### src/rtl/counter_pkg.sv
// Shared definitions for the down-counter slice: FSM state encoding and
// the default datapath width.
package counter_pkg;

    localparam int DEFAULT_BITS = 16;

    typedef enum logic [0:0] {
        IDLE = 1'b0,
        RUN  = 1'b1
    } state_t;

endpackage

### src/rtl/down_counter_step.sv
// Clamped decrement: produces the next count of a descending sequence,
// never going below the low bound. Purely combinational.
module down_counter_step
    import counter_pkg::*;
#(
    parameter int Bits = DEFAULT_BITS
) (
    input  logic [Bits-1:0] count_i,
    input  logic [Bits-1:0] low_i,
    input  logic [Bits-1:0] step_i,
    output logic [Bits-1:0] next_o
);

    logic [Bits-1:0] diff_s;

    // Subtract the step if it keeps us strictly above low, else land exactly on low.
    always_comb begin
        diff_s = count_i - low_i;
        next_o = low_i;
        if (diff_s > step_i) begin
            next_o = count_i - step_i;
        end else begin
            next_o = low_i;
        end
    end

endmodule

### src/rtl/down_counter.sv
// Descending sequence generator with start/ready and valid/en handshakes.
// Optional feature: define DOWN_COUNTER_ERR_EN to add err_o, which flags a
// sequence accepted with step 0 (and high != low) or with low above high.
module down_counter
    import counter_pkg::*;
#(
    parameter int Bits = DEFAULT_BITS
) (
    input  logic            clk_i,
    input  logic            rst_i,
    input  logic            start_i,
    output logic            ready_o,
    input  logic [Bits-1:0] high_val_i,
    input  logic [Bits-1:0] low_val_i,
    input  logic [Bits-1:0] step_i,
    input  logic            en_i,
    output logic [Bits-1:0] count_o,
    output logic            valid_o,
    output logic            last_o,
    output logic            done_o
`ifdef DOWN_COUNTER_ERR_EN
    ,
    output logic            err_o
`endif
);

    state_t          state_r;
    logic [Bits-1:0] count_r;
    logic [Bits-1:0] high_r;
    logic [Bits-1:0] low_r;
    logic [Bits-1:0] step_r;
    logic            done_r;
    logic [Bits-1:0] next_s;
    logic            last_s;

    down_counter_step #(
        .Bits (Bits)
    ) u_step (
        .count_i (count_r),
        .low_i   (low_r),
        .step_i  (step_r),
        .next_o  (next_s)
    );

    // Final element: count reached low, or the bounds were inverted so only high is emitted.
    always_comb begin
        last_s = 1'b0;
        if (state_r == RUN) begin
            last_s = (count_r == low_r) || (low_r > high_r);
        end else begin
            last_s = 1'b0;
        end
    end

    // Sequence FSM: accept a start in IDLE, advance or finish on en in RUN.
    always_ff @(posedge clk_i or posedge rst_i) begin
        if (rst_i) begin
            state_r <= IDLE;
            count_r <= {Bits{1'b0}};
            high_r  <= {Bits{1'b0}};
            low_r   <= {Bits{1'b0}};
            step_r  <= {Bits{1'b0}};
            done_r  <= 1'b0;
        end else begin
            done_r <= 1'b0;
            case (state_r)
                IDLE: begin
                    if (start_i) begin
                        high_r  <= high_val_i;
                        low_r   <= low_val_i;
                        step_r  <= step_i;
                        count_r <= high_val_i;
                        state_r <= RUN;
                    end else begin
                        state_r <= IDLE;
                    end
                end
                RUN: begin
                    if (en_i) begin
                        if (last_s) begin
                            state_r <= IDLE;
                            done_r  <= 1'b1;
                        end else begin
                            count_r <= next_s;
                        end
                    end else begin
                        state_r <= RUN;
                    end
                end
                default: begin
                    state_r <= IDLE;
                end
            endcase
        end
    end

`ifdef DOWN_COUNTER_ERR_EN
    logic err_r;

    // Capture a suspect configuration at accept time and hold it until the next accept.
    always_ff @(posedge clk_i or posedge rst_i) begin
        if (rst_i) begin
            err_r <= 1'b0;
        end else if ((state_r == IDLE) && start_i) begin
            err_r <= ((step_i == {Bits{1'b0}}) && (high_val_i != low_val_i)) ||
                     (low_val_i > high_val_i);
        end else begin
            err_r <= err_r;
        end
    end

    assign err_o = err_r;
`endif

    assign ready_o = (state_r == IDLE);
    assign valid_o = (state_r == RUN);
    assign count_o = count_r;
    assign last_o  = last_s;
    assign done_o  = done_r;

endmodule
### config.mk
export PLATFORM = sky130hd
export DESIGN_NAME = down_counter
export DESIGN_NICKNAME = d
export VERILOG_FILES = /design/src/rtl/counter_pkg.sv /design/src/rtl/down_counter_step.sv /design/src/rtl/down_counter.sv
export SDC_FILE = /design/constraint.sdc
export NUM_CORES = 1
export LEC_CHECK = 0
export BUFFER_PORTS_ARGS = -buffer_cell sky130_fd_sc_hd__buf_2
export CAP_MARGIN = 20
export CORE_MARGIN = 5
export CORE_UTILIZATION = 40
export DETAILED_ROUTE_END_ITERATION = 6
export GPL_ROUTABILITY_DRIVEN = 0
export PLACE_DENSITY_LB_ADDON = 0.1
export REMOVE_ABC_BUFFERS = 1
export SYNTH_ARGS = -nofsm -noshare
export SYNTH_HDL_FRONTEND = slang
export SYNTH_SLANG_ARGS = --single-unit
### constraint.sdc
create_clock -name clk_i -period 5.4 [get_ports clk_i]
set_input_delay 1.62 -clock clk_i [delete_from_list [all_inputs] [get_ports clk_i]]
set_output_delay 1.62 -clock clk_i [all_outputs]
set_load 0.01 [all_outputs]
==> results.md, run 1 <==
- Worst hold path type: reg2reg
- Non-Filler Instances: 838
- Status: finished, final reports clean
- Area contributors post-synth: dfrtp_1, ha_1, o21ai_0
- # setup viols final: 0
- Synth Area in Simple Gates: 0.156
- Critical Path Source Type: register
- Main combinational cell family by area after synthesis: compound AO/OA/AOI/OAI gates
- Final ANT Viol Nets: 0
- RSZ-0062 raised after global routing: false
- Max cap viols: 0
- Final hold vios: 0
- Slew @ Worst Pin: 0.865 ns
- Count of standard-cell rows: 41
- Overflow after GRT: 0
- Register area: 0.00165 mm²
- Num Clock Sinks: 66
- Reg clk slew, reported paths: 0.06 ns
- Compound-Gate Fraction of Synth Area: 0.246
- Crit path arrival time: 4.88 ns
- Inst Count DP: 822
- Slew HR: 0.424
- Core box area: 0.0125 mm²
- Die Span Y: 123 µm
- Syn Inst Count: 595
- Layout cells sized above 1: 0.150
- CP endpoint kind: register
- Global-route wire length before repair: 23100 µm
- CP required: 5.68 ns
- # IOs: 72
- Drt wl/cell: 16.8 µm
- Post-Synth XOR/XNOR Area: 0.0363
- WS Path Type: reg2reg
- Async set-reset flop share out of synthesis: 1.00
- DR vias: 4557
- Clock Skew: 0.00665 ns
- Antenna fix cells: 0
- Reg2reg start: count_o[2]$_DFFE_PP0P_
- Tot GR Track Use: 0.198
- Synthesized area per cell: 8.52 µm²
- Post_cts resized: 0
- CTS Root Buffer Type: clkbuf_16
- Hold path start: high_r[0]$_DFFE_PP0P_
- # Post-CTS Setup Buffers: 0
- Clock latency on the worst-skew pair: 0.34 ns
- Fin crit share: 0.851
- Post-Synth Adder-Cell Area: 0.161
- Synth area leader: dfrtp_1
- Fin. max-slew vios: 0
- Yosys top cell area share: 0.326
- CP max FO: 11
- Pre-Repair DR Iteration Count: 4
- CTS Buf Count: 9
- Cts hold-fix bufs: 0
- Fraction of synthesized area in multiplexers: 0.0185
- Vias in the first global route: 4538
- Synth-to-Final Area Change: 16.0%
- Clk buf depth: 2
- CTS tree: built
- EDFF count, synth: 0
- Post-synthesis sequential area ratio: 0.326
- Htree depth: 3
- Minimum clock period: 4.60 ns
- Crit path from: count_o[2]$_DFFE_PP0P_
- Post-synthesis instance area: 0.00507 mm²
- YS warnings: 0
- Hpwl dp: 10900 µm
- Initial DRC count: 231
- Initial antenna violation count: 0
- Initial Util: 0.405
- Area of the multi-input gates: 0.00313 mm²
- Post-layout net count: 777
- Flip-flop and latch count after synthesis: 66
- WL final: 14100 µm
- Largest net degree at the start of global routing: 96
- Fillers: 1315
- Max Clk Rate: 218 MHz
- Buffers on Ports: 71
- Chip Width: 123 µm
- Vias per cell: 5.44
- Post-synth top flop: dfrtp_1
- Die Area: 0.0150 mm²
- Remaining routing DRC violations: 0
- Post-synth cell types: 52
==> worst max-delay path, stage by stage (launching register included) <==
cell,delay [ns]
dfrtp_1,0.42
ha_1,0.37
nor2b_1,0.15
o21ai_0,0.19
a21boi_0,0.15
o41ai_1,0.50
a21o_1,0.23
nor3_1,0.05
a311o_1,0.27
ha_1,0.32
nand4_1,0.14
or3_4,0.37
o221a_1,0.41
or4_1,0.57
a311oi_1,0.28
a21o_1,0.11
==> cells in the final DEF (no fill, tap or decap), types with 10 or more instances in the layout <==
cell,n
o21a_1,15
xnor2_1,13
nand4_1,10
ha_1,62
a21o_1,18
inv_1,55
nor2_1,24
a21oi_1,33
nand2_1,66
nand3_1,13
dfrtp_1,66
o21ai_0,72
buf_2,71
==> final timing paths <==
check,to,slack (ns),cells past startpoint
max,count_o[3]$_DFFE_PP0P_,0.80,15
min reg2reg,high_r[0]$_DFFE_PP0P_,0.53,1
max reg2reg,count_o[3]$_DFFE_PP0P_,0.80,15
min in group asynchronous,valid_o$_DFF_PP0_,1.41,2
min,high_r[0]$_DFFE_PP0P_,0.53,1
max in group asynchronous,low_r[9]$_DFFE_PP0P_,3.06,3
==> through the flow <==
step | TNS [ns] | util | setup slack [ns] | area, µm² | hold slack (ns)
6_report | 0 | 0.470 | 0.804 | 5880 | 0.532
5_1_grt | 0 | 0.470 | 0.454 | 5880 | 0.537
4_1_cts | 0 | 0.470 | 0.812 | 5880 | 0.529
3_5_place_dp | 0 | 0.447 | 0.814 | 5600 | 0.513
3_3_place_gp | 0 | 0.447 | 0.973 | 5600 | 0.505
2_1_floorplan | -0.0637 | - | -0.0637 | 4990 | 0.488
==> flip-flops by register name, indices dropped and copies added (netlist names) <==
name	count
count_o	16
done_o	1
high_r	16
low_r	16
step_r	16
valid_o	1
==> Yosys cell counts, drive strengths merged, types with 9 or more instances <==
library cell / n
a21o: 18
xnor2: 13
dfrtp: 66
nand2: 66
a21oi: 33
o21ai: 73
inv: 56
ha: 62
nor3: 9
o21a: 15
nand3: 13
clkbuf: 17
nor2: 24
nor2b: 10
nand4: 10
==> cells by family (layout without fill, tap and decap cells) <==
logic type                 Yosys count  count (layout)
AOI/OAI and AO/OA                  195             195
xor gates and xnor gates            21              21
adders and majority gates           64              64
buffers and inverters               76             147
DFF                                 66              66
muxes                                9               9
and+or+nand+nor                    164             164
==> final cells by class <==
type,count,area share
multi-input cells,453,0.533
flip-flops and latches,66,0.281
repair buffers,75,0.0655
clock buffers,14,0.0466
well taps,172,0.0366
inverters,56,0.0357
clock inverters,2,0.00170
==> per-layer routing <==
layer / track usage / vias to the layer above / part of all wire / routed length (µm)
li1: - / 2281 / - / -
met1: 0.266 / 2163 / 0.48 / 6710
met2: 0.306 / 90 / 0.45 / 6290
met3: 0.0470 / 23 / 0.046 / 643
met4: 0.0812 / 0 / 0.030 / 423
met5: 0 / - / 0 / 0
Power of run 1 is not shown: default switching activity piles up to over one toggle a cycle in this logic, so the estimate is an artifact.
==> run 2: changes to the inputs <==
--- a/config.mk
+++ b/config.mk
@@ -8,11 +8,12 @@
 export BUFFER_PORTS_ARGS = -buffer_cell sky130_fd_sc_hd__buf_2
 export CAP_MARGIN = 20
 export CORE_MARGIN = 5
-export CORE_UTILIZATION = 40
+export CORE_UTILIZATION = 26
 export DETAILED_ROUTE_END_ITERATION = 6
 export GPL_ROUTABILITY_DRIVEN = 0
 export PLACE_DENSITY_LB_ADDON = 0.1
 export REMOVE_ABC_BUFFERS = 1
+export SETUP_SLACK_MARGIN = 0.4
 export SYNTH_ARGS = -nofsm -noshare
 export SYNTH_HDL_FRONTEND = slang
 export SYNTH_SLANG_ARGS = --single-unit
==> run 2 against run 1 <==
Net effect:
- register-to-register slack better by 0.02 ns
- flip-flop and latch count unchanged
- clock skew down 0.0018 ns
- die area up 49%
- critical path depth increased by 1
- cell count is 11% higher
- maximum frequency up 0.41%
- count of clock-buffer cells in the layout decreased by 1
- setup slack improved by 0.019 ns
- worst hold slack got worse by 0.0085 ns
- non-clock buffer count rose by 1
- critical path type unchanged
- highest routed layer unchanged
==> results.md, run 2 (synthesized netlist as in run 1, its figures left out) <==
- Status: finished, final reports clean
- Worst Hold Depth: 1 (unchanged)
- RSZ-0062 raised after global routing: false
- Worst hold path type: reg2reg
- Post-layout net count: 778 (+0.13%)
- Fin. max-slew vios: 0 (unchanged)
- Global-route wire length before repair: 25200 µm (+9.5%)
- Count of standard-cell rows: 51 (+24%)
- Commonest non-fill, non-tap cell in the layout: o21ai_0
- CP endpoint kind: register
- Critical-path cell list: inv_1, ha_1, fa_1, nor2b_1, o21ai_0, a21boi_0, o41ai_2, a21o_1, a311o_1, ha_1, nand4_1, or3_4, o221a_1, or4_1, a311oi_1, a21o_1
- CP required: 5.68 ns (about the same)
- Drt wl/cell: 17.2 µm (+2.6%)
- CP max FO: 11 (unchanged)
- Pre-Repair DR Iteration Count: 5 (+1)
- Initial Util: 0.262 (-0.143)
- Hpwl dp: 12500 µm (+15%)
- Synth-to-Final Area Change: 18.6%
- Chip Width: 150 µm (+22%)
- Clock Skew: 0.00484 ns (-0.00181 ns)
- Reg2Reg Depth: 16 (+1)
- CTS Root Buffer Type: clkbuf_16
- Critical-path top delay cell: or4_1
- Inst Count DP: 916 (+11%)
- Slew HR: 0.423 (-0.000563)
- Die Area: 0.0224 mm² (+49%)
- CTS Buf Count: 9 (unchanged)
- Reg clk slew, reported paths: 0.06 ns (about the same)
- Final ANT Viol Nets: 0 (unchanged)
- # IOs: 72 (unchanged)
- WP buf/inv: 1 (+1)
- Max cap viols: 0 (unchanged)
- Tot GR Track Use: 0.146 (-0.0516)
- # setup viols final: 0 (unchanged)
- Post_cts resized: 0 (unchanged)
- Crit path arrival time: 4.85 ns (-0.03 ns)
- Buffers on Ports: 71 (unchanged)
- Worst R2R End: count_o[3]$_DFFE_PP0P_
- Hold Path End: high_r[0]$_DFFE_PP0P_
- Initial antenna violation count: 0 (unchanged)
- Slew @ Worst Pin: 0.866 ns (+0.000844 ns)
- Initial DRC count: 296 (+28%)
- Clock latency on the worst-skew pair: 0.34 ns (about the same)
- Fin crit share: 0.848 (-0.00349)
- Remaining routing DRC violations: 0 (unchanged)
- Reg2Reg Setup Slack: 0.82 ns (+0.02 ns)
- Clk buf depth: 2 (unchanged)
- Overflow after GRT: 0 (unchanged)
- Htree depth: 3 (unchanged)
- Vias in the first global route: 4636 (+2.2%)
- Minimum clock period: 4.58 ns (-0.0188 ns)
- Non-Filler Instances: 932 (+11%)
- DR vias: 4536 (-0.46%)
- Layout cells sized above 1: 0.150 (-0.000225)
- Max Clk Rate: 218 MHz (+0.41%)
- # Post-CTS Setup Buffers: 0 (unchanged)
- Num Clock Sinks: 66 (unchanged)
- Largest net degree at the start of global routing: 96 (unchanged)
- Final hold vios: 0 (unchanged)
- Reg2reg start: count_o[0]$_DFFE_PP0P_
- Vias per cell: 4.87 (-11%)
- WL final: 16100 µm (+14%)
- Antenna fix cells: 0 (unchanged)
- CP delay by family, top: compound AO/OA/AOI/OAI gates
- Hold path start: high_r[0]$_DFFE_PP0P_
- Cts hold-fix bufs: 0 (unchanged)
- Commonest cells after routing, fill and taps aside: o21ai_0, buf_2, nand2_1, dfrtp_1, ha_1
- Core box area: 0.0193 mm² (+54%)
- Die Span Y: 150 µm (+22%)
- WS Path Type: reg2reg
- Critical Path Max Stage Delay: 0.58 ns (about the same)
- CTS tree: built
- Critical Path Source Type: register
run 2: cell types whose count changed in the layout (fill, tap and decap cells not counted):
cell / change
bufinv_16: +1
o41ai_1: -1
o41ai_2: +1
clkbuf_8: -3
buf_4: +1
clkbuf_1: +2
run 2: area by class of cell:
| type | count | area, µm² |
|---|---|---|
| flip-flops and latches | 66 | 1650 |
| clock inverters | 3 | 40.0 |
| multi-input cells | 453 | 3140 |
| repair buffers | 76 | 393 |
| well taps | 265 | 332 |
| inverters | 56 | 210 |
| clock buffers | 13 | 240 |
| fillers | 2069 | 13300 |
run 2: worst max-delay path by stage:
stage                     slack (ns)                 endpoint                    from  cells past startpoint
after detailed placement        0.80   count_o[3]$_DFFE_PP0P_  count_o[2]$_DFFE_PP0P_                     15
after floorplan                -0.06  count_o[12]$_DFFE_PP0P_                 start_i                      5
final                           0.82   count_o[3]$_DFFE_PP0P_  count_o[0]$_DFFE_PP0P_                     16
after global routing            0.53   count_o[3]$_DFFE_PP0P_    low_r[2]$_DFFE_PP0P_                     16
after CTS                       0.77   count_o[3]$_DFFE_PP0P_  count_o[2]$_DFFE_PP0P_                     15
after global placement          0.88   count_o[3]$_DFFE_PP0P_  count_o[0]$_DFFE_PP0P_                     17
run 2: through the flow:
step           setup WS [ns]  hold WS [ns]  area, µm²  utilization  TNS (ns)
5_1_grt                0.533         0.534       6010        0.311         0
4_1_cts                0.772         0.530       6000        0.310         0
3_5_place_dp           0.798         0.517       5720        0.296         0
6_report               0.822         0.524       6010        0.311         0
3_3_place_gp           0.884         0.506       5720        0.296         0
2_1_floorplan        -0.0637         0.488       4990            -   -0.0637
run 2: per-layer routing:
layer,routed length (µm),global-route usage,share of wire,up-vias
li1,-,-,-,2276
met1,7700,0.196,0.48,2152
met2,7270,0.235,0.45,93
met3,772,0.0336,0.048,15
met4,324,0.0449,0.020,0
met5,0,0,0,-
run 2: worst reg2reg max path: cells and delay by family, from the launching register on:
family | cells | cell delay, ns
AOI/OAI and AO/OA | 8 | 1.93
and+or+nand+nor | 4 | 1.20
adders and majority gates | 3 | 0.95
DFF | 1 | 0.35
buffers and inverters | 1 | 0.06
Power of run 2 is left out for the same reason.
